$ cat src/rtl/hough_pkg.sv
// Shared types and default dimensions for the Hough peak scanner.
// Scan-state encoding and the per-lane peak record live here.
package hough_pkg;

    localparam int MSB_R     = 11;
    localparam int MSB_PHI   = 7;
    localparam int MSB_CNT   = 15;
    localparam int R_MAX     = 2047;
    localparam int PHI_MAX   = 179;
    localparam int PHI_SPLIT = 90;
    localparam logic [MSB_CNT:0] THRESH = 16'h0020;

    typedef enum logic [1:0] {
        IDLE,
        SCAN,
        DRAIN,
        OUT
    } scan_state_t;

    typedef struct packed {
        logic               found;
        logic [MSB_R:0]     r;
        logic [MSB_PHI:0]   phi;
        logic [MSB_CNT:0]   cnt;
    } peak_t;

endpackage

$ cat src/rtl/hough_peak_track.sv
// Strongest-cell tracker for one lane half.
// Keeps the first cell in scan order among equal counts.
module hough_peak_track
    import hough_pkg::*;
#(
    parameter logic [MSB_CNT:0] THRESH = hough_pkg::THRESH
) (
    input  logic             clk,
    input  logic             reset,
    input  logic             clear,
    input  logic             in_valid,
    input  logic [MSB_R:0]   r,
    input  logic [MSB_PHI:0] phi,
    input  logic [MSB_CNT:0] cnt,
    output peak_t            peak
);

    logic take;

    // strictly greater keeps the earlier cell on ties
    assign take = in_valid && (cnt >= THRESH) &&
                  (!peak.found || (cnt > peak.cnt));

    // peak register: cleared on reset or new scan, loaded on a better cell
    always_ff @(posedge clk) begin
        if (reset || clear) begin
            peak <= '0;
        end else if (take) begin
            peak <= '{found: 1'b1, r: r, phi: phi, cnt: cnt};
        end
    end

endmodule

$ cat src/rtl/hough_peak_scan.sv
// Scans the Hough vote array and reports the strongest left and
// right lane cells through a valid/ready result handshake.
module hough_peak_scan
    import hough_pkg::*;
#(
    parameter int R_MAX     = hough_pkg::R_MAX,
    parameter int PHI_MAX   = hough_pkg::PHI_MAX,
    parameter int PHI_SPLIT = hough_pkg::PHI_SPLIT,
    parameter logic [MSB_CNT:0] THRESH = hough_pkg::THRESH
) (
    input  logic             clk,
    input  logic             reset,
    input  logic             start,
    output logic             busy,
    output logic             rd_en,
    output logic [MSB_R:0]   rd_r,
    output logic [MSB_PHI:0] rd_phi,
    input  logic [MSB_CNT:0] rd_data,
    output logic             out_valid,
    input  logic             out_ready,
    output logic             left_found,
    output logic [MSB_R:0]   left_r,
    output logic [MSB_PHI:0] left_phi,
    output logic [MSB_CNT:0] left_cnt,
    output logic             right_found,
    output logic [MSB_R:0]   right_r,
    output logic [MSB_PHI:0] right_phi,
    output logic [MSB_CNT:0] right_cnt,
    output logic             done
);

    localparam logic [MSB_R:0]   R_LAST   = (MSB_R + 1)'(R_MAX);
    localparam logic [MSB_PHI:0] PHI_LAST = (MSB_PHI + 1)'(PHI_MAX);
    localparam logic [MSB_PHI:0] PHI_HALF = (MSB_PHI + 1)'(PHI_SPLIT);

    scan_state_t      state;
    logic             valid_d;
    logic [MSB_R:0]   r_d;
    logic [MSB_PHI:0] phi_d;
    logic             clear;
    logic             left_in;
    logic             right_in;
    logic             last_addr;
    peak_t            left_pk;
    peak_t            right_pk;

    assign clear     = (state == IDLE) && start;
    assign last_addr = (rd_r == R_LAST) && (rd_phi == PHI_LAST);
    assign left_in   = valid_d && (phi_d < PHI_HALF);
    assign right_in  = valid_d && (phi_d >= PHI_HALF);
    assign done      = out_valid && out_ready;

    // scan sequencer: address counters, read pipeline, handshake
    always_ff @(posedge clk) begin
        if (reset) begin
            state     <= IDLE;
            busy      <= 1'b0;
            rd_en     <= 1'b0;
            rd_r      <= '0;
            rd_phi    <= '0;
            valid_d   <= 1'b0;
            r_d       <= '0;
            phi_d     <= '0;
            out_valid <= 1'b0;
        end else begin
            unique case (state)
                IDLE: begin
                    valid_d <= 1'b0;
                    if (start) begin
                        state  <= SCAN;
                        busy   <= 1'b1;
                        rd_en  <= 1'b1;
                        rd_r   <= '0;
                        rd_phi <= '0;
                    end
                end
                SCAN: begin
                    valid_d <= 1'b1;
                    r_d     <= rd_r;
                    phi_d   <= rd_phi;
                    if (last_addr) begin
                        rd_en <= 1'b0;
                        state <= DRAIN;
                    end else if (rd_phi == PHI_LAST) begin
                        rd_phi <= '0;
                        rd_r   <= rd_r + 1'b1;
                    end else begin
                        rd_phi <= rd_phi + 1'b1;
                    end
                end
                DRAIN: begin
                    valid_d   <= 1'b0;
                    out_valid <= 1'b1;
                    state     <= OUT;
                end
                OUT: begin
                    if (out_ready) begin
                        out_valid <= 1'b0;
                        busy      <= 1'b0;
                        state     <= IDLE;
                    end
                end
                default: state <= IDLE;
            endcase
        end
    end

    hough_peak_track #(.THRESH(THRESH)) u_left (
        .clk      (clk),
        .reset    (reset),
        .clear    (clear),
        .in_valid (left_in),
        .r        (r_d),
        .phi      (phi_d),
        .cnt      (rd_data),
        .peak     (left_pk)
    );

    hough_peak_track #(.THRESH(THRESH)) u_right (
        .clk      (clk),
        .reset    (reset),
        .clear    (clear),
        .in_valid (right_in),
        .r        (r_d),
        .phi      (phi_d),
        .cnt      (rd_data),
        .peak     (right_pk)
    );

    assign left_found  = left_pk.found;
    assign left_r      = left_pk.r;
    assign left_phi    = left_pk.phi;
    assign left_cnt    = left_pk.cnt;
    assign right_found = right_pk.found;
    assign right_r     = right_pk.r;
    assign right_phi   = right_pk.phi;
    assign right_cnt   = right_pk.cnt;

endmodule

$ cat config.mk
export PLATFORM = sky130hd
export DESIGN_NAME = hough_peak_scan
export DESIGN_NICKNAME = d
export VERILOG_FILES = /design/src/rtl/hough_pkg.sv /design/src/rtl/hough_peak_track.sv /design/src/rtl/hough_peak_scan.sv
export SDC_FILE = /design/constraint.sdc
export NUM_CORES = 1
export LEC_CHECK = 0
export BUFFER_PORTS_ARGS = -buffer_cell sky130_fd_sc_hd__buf_2
export CAP_MARGIN = 20
export CORE_AREA = 2 2 110 112
export DETAILED_ROUTE_END_ITERATION = 10
export DIE_AREA = 0 0 112 114
export MAX_ROUTING_LAYER = met4
export PLACE_DENSITY = 0.74
export SKIP_LAST_GASP = 1
export SYNTH_ARGS = -nofsm -noshare
export SYNTH_HDL_FRONTEND = slang
export SYNTH_SLANG_ARGS = --single-unit
$ cat constraint.sdc
create_clock -name clk -period 6.8 [get_ports clk]
set_clock_uncertainty 0.1 [all_clocks]
set_input_delay 0.68 -clock clk [delete_from_list [all_inputs] [get_ports clk]]
set_output_delay 0.68 -clock clk [all_outputs]
set_load 0.02 [all_outputs]
# Word-level counts from Yosys, hierarchy flattened
# Cells that the tools add are included.
# totals
ff_bits,120
in_bits,20
out_inout_bits,98
word_cells,79
# classes
n_addsub,2
order_cmp,5
eq_ne,10
n_mux,19
n_reduce_logical,26
# op_table
cell,n
two-way mux 12 bit,3
greater-than comparator 16 bit,2
two-way mux 8 bit,3
case mux 12 bit (2 select lines),1
greater-or-equal comparator 16 x 6 -> 1 bit (second input constant),1
case mux 8 bit (2 select lines),1
adder 12 x 1 -> 12 bit (second input constant),1
== test 12 x 11 -> 1 bit (second input constant),1
AND reduction 3 bit,4
inequality test 2 bit (second input constant),5
logical AND 1 bit,9
adder 8 x 1 -> 8 bit (second input constant),1
== test 8 bit (second input constant),1
greater-or-equal comparator 8 x 7 -> 1 bit (second input constant),1
< comparator 8 x 7 -> 1 bit (second input constant),1
case mux 1 bit (2 select lines),4
case mux 2 bit (4 select lines),1
nonzero test 2 bit,4
two-way mux 2 bit,3
== test 2 bit (second input constant),2
AND reduction 4 bit,1
logical OR 1 bit,3
two-way mux 1 bit,3
== test 2 x 1 -> 1 bit (second input constant),1
4 further kinds,5

# Logic depth before layout (Yosys ltp)
# logic_depth
word_depth,4
depth_mapped,10
mapped_depth_nobuf,8

# By module
# From an unflattened synthesis, not the netlist that was laid out.
# unflattened
hier_cells,687
hier_area_um2,6063.3
# modules_own_cells
mod,n_inst,cells_per_inst,area_each_um2,seq_area_each_um2
hough_peak_track,2,222,1919.3,740.7
hough_peak_scan,1,243,2224.6,920.9

# Worst setup path before layout
# Ideal clock, no wire load.
# synth_timing
path_type,in2reg
from,input rd_data[14]
to,register u_right.peak[10] (netlist bit)
setup_ps,72
arrival_time_ps,2459
required_time_ps,6628
path_slack_ps,4170
path_stages,9
n_path_buf,2
path_cell_list,ha_1 nand4_1 or4_1 a21oi_1 nor2_1 a21oi_1 buf_6 buf_8 mux2i_1
# synth_between
elab_chain_cells,3
elab_cells_between_ends,5
classes_between,order compare (2); reduce/logical (3)
# synth_lines
item,line,rtl
from (decl),hough_peak_scan.sv:18,"input logic [MSB_CNT:0] rd_data,"
greater-or-equal comparator 16 x 6 -> 1 bit or greater-than comparator 16 bit (tied branches),"hough_peak_track.sv:21, hough_peak_track.sv:22",
logical AND 1 bit or logical OR 1 bit (tied branches),"hough_peak_track.sv:21, hough_peak_track.sv:22",
logical AND 1 bit (*),hough_peak_track.sv:21,assign take = in_valid && (cnt >= THRESH) &&
to (signal assigned),hough_peak_track.sv:29,"peak <= '{found: 1'b1, r: r, phi: phi, cnt: cnt};"
to (decl),hough_peak_track.sv:15,output peak_t peak
# Mark *: on every way between the ends. The rest lies on a longest branch, timed or not.
# A chain may end at the register's enable or synchronous reset.

# Final worst setup path
# layout_timing
from,register u_right.peak[14] (netlist bit)
to,register u_right.peak[4] (netlist bit)
# layout_between
elab_chain_cells,3
# layout_lines
item,line,rtl
greater-than comparator 16 bit,hough_peak_track.sv:22,(!peak.found || (cnt > peak.cnt));
logical OR 1 bit,hough_peak_track.sv:22,
logical AND 1 bit,hough_peak_track.sv:21,
# No other way between the ends.

==> results.toml <==
[run_status]
outcome = "finished clean"

[floorplanning]
die_y_um = 114
die_w_um = 112
pin_count = 118
core-area_um2 = 11700
die-area_um2 = 12800
rows = 40
start_util_pct = 48.7

[cts]
cts_tree = "done"
clk_pin_slew_ns = 0.06
clk_latency_ns = 0.42
cts_setup_buffers = 0
htree_num_levels = 4
clock_sinks = 120
ctsHoldBuffers = 0
cts_buffer_depth = 2
cts_buffers = 17
clock-root-buffer = "clkbuf_16"
cts_resized = 0

[hold_path]
min_from = "u_right.peak[28]$_SDFFE_PP0P_"
hp-class = "flop to flop"
hold_depth = 2

[place]
routabilityCongestion = 0.875
hpwl_um = 10000
portBuffers = 117
place_area_um2 = 6320
pre_cts_ws_ns = 3.26

[sta]
tns_ns = 0
fin_hold_ws_ns = 0.356
setup_viol = 0
worst_slew_pin_slew_ns = 1.09
rsz0062_at_grt = "no"
slew_viol_final = 0
fin_ws_ns = 3.60
slew_headroom_pct = 27.3
fin_crit_sh_pct = 47.1
final_hold_viol_count = 0
timing.fmax_mhz = 312
fin_crit_ns = 3.20

[final_layout]
num_antenna_cells = 0
area_growth_pct = 21.9
nets = 800
fillers = 1025
drive_above_1_share_pct = 21.0
fin_area_um2 = 6940
final_core_util_pct = 59.3

[drt]
postRouteAntennaNets = 0
post-route-drc-count = 0
vias = 4772
wire_per_inst_um = 15.5
firstDrtPassIters = 4
viasPerCell = 5.30
wirelength_um = 14000
drt_iter0_drc = 313

[critical_path]
startpoint = "u_right.peak[14]$_SDFFE_PP0P_"
worstSetupStartpointType = "flop"
worstPathRequired_ns = 7.03
reg2reg_depth = 9
critPathArrivalTime_ns = 3.43
cp_max_fo = 25
crit_type = "flop to flop"
reg2reg_from = "u_right.peak[14]$_SDFFE_PP0P_"
worstSetupEndpointType = "flop"

[power_and_ir_drop]
power-per-cell-area_nw_per_um2 = 321
internal_power_mw = 1.53
p_leak_nw = 3.08
combPwrFrac_pct = 23.6
seq_power_share_pct = 34.8
switchingPower_mw = 0.701
switching_share_pct = 31.4
vdd_ir_drop_max_v = 0.000256
p_clk_share_pct = 41.6

[synthesis]
synth_top_cell_by_area = "dfxtp_1"
synth_cell_types = 48
synth_simple_gate_area_share_pct = 18.4
synth_compound_area_share_pct = 6.06
synth_most_common_cell = "nand2_1"
yosysWarningCount = 0
ys_top_cells_by_count = "nand2_1, dfxtp_1, mux2i_1"
muxShareOfSynthArea_pct = 16.2
yosysSeqAreaShare_pct = 42.2
syn_avg_cell_area_um2 = 9.04
synth_enable_flop_cells = 0
synth_top_flop_cell = "dfxtp_1"
synth_top_area_share_pct = 42.2
synthArstFlopShare_pct = 0
synth_top_family_by_area = "simple AND/OR/NAND/NOR gates"
syn_inst = 630
synth_fa_ha_area_share_pct = 8.56
synth_xor_area_share_pct = 2.31
yosys_register_bits = 120
syn_nets = 689
synth_area_leaders = "dfxtp_1, mux2i_1, ha_1"
synth_area_um2 = 5700

[global_route]
grt_overflow_total = 0
grt_max_degree = 111
grt_usage_pct = 22.9
antenna_found_initial = 0
grt_pass1_vias = 4681
grt_pass1_wl_um = 22700

[job]
maxCapViolations = 0
-- layout make-up --
type	instances	area, µm²	area share, %
multi-input combinational	441	2970	42.8
sequential	120	2400	34.6
timing repair buffer	122	623	8.97
clock buffer	21	470	6.77
tap	147	184	2.65
inverter	39	146	2.11
clock inverter	10	144	2.07
-- final timing paths --
check                                                endpoint  slack, ns
worst max-delay path             u_right.peak[4]$_SDFFE_PP0P_       3.60
worst max register to register   u_right.peak[4]$_SDFFE_PP0P_       3.60
worst min register to register  u_right.peak[28]$_SDFFE_PP0P_       0.36
worst min-delay path            u_right.peak[28]$_SDFFE_PP0P_       0.36
-- placed cells by master, fill, tap and decap left out, types with 5 or more instances in the layout --
cell       count
mux2i_1       91
nor2_1        54
nor2b_1        5
clkbuf_16     17
and3_1         7
nand2b_1       6
nand4_1       14
ha_1          39
dfxtp_1      120
buf_2        117
a21oi_1       24
nor3_1         8
o21ai_0        5
nand3_1       10
xor2_1        12
nand2_1      125
inv_1         39
-- stage by stage --
step,std cells,power (mW)
floorplan,630,1.21
global placement,868,1.29
detailed placement,868,1.31
CTS,899,2.24
global route,900,2.33
finish,900,2.23
-- per-layer routing --
layer	vias up	GRT usage (%)	wire length [µm]
met5	-	-	0
met4	0	9.84	177
met3	12	4.46	574
met2	122	37.9	6960
met1	2274	27.4	6250
li1	2364	-	-
-- kinds of logic after synthesis --
kind of cell               Yosys count
and+or+nand+nor                    240
DFF                                120
muxes                               92
buffers and inverters               69
AOI/OAI and AO/OA                   55
adders and majority gates           39
xor gates and xnor gates            15
-- power by group through the flow --
stage               sequential (mW)  combinational, mW  clock [mW]
finish                        0.777              0.526       0.929
global route                  0.782              0.575       0.971
CTS                           0.776              0.522       0.940
detailed placement            0.791              0.520           0
global placement              0.788              0.505           0
floorplan                     0.814              0.399           0
-- state kept, by name, indices dropped and copies added (netlist names) --
signal,count
u_left.peak,37
u_right.peak,37
r_d,12
rd_r,12
phi_d,8
rd_phi,8
state,2
busy,1
out_valid,1
rd_en,1
valid_d,1
-- worst max-delay path, stage by stage, from the launching register on --
cell	delay, ns
dfxtp_1	0.38
inv_1	0.06
ha_1	0.32
nand4_1	0.15
or4_1	0.58
a21oi_1	0.14
nor2_1	0.09
a21oi_4	0.50
buf_4	0.51
mux2i_1	0.26
Note: power is estimated with default switching activity, not from simulation.
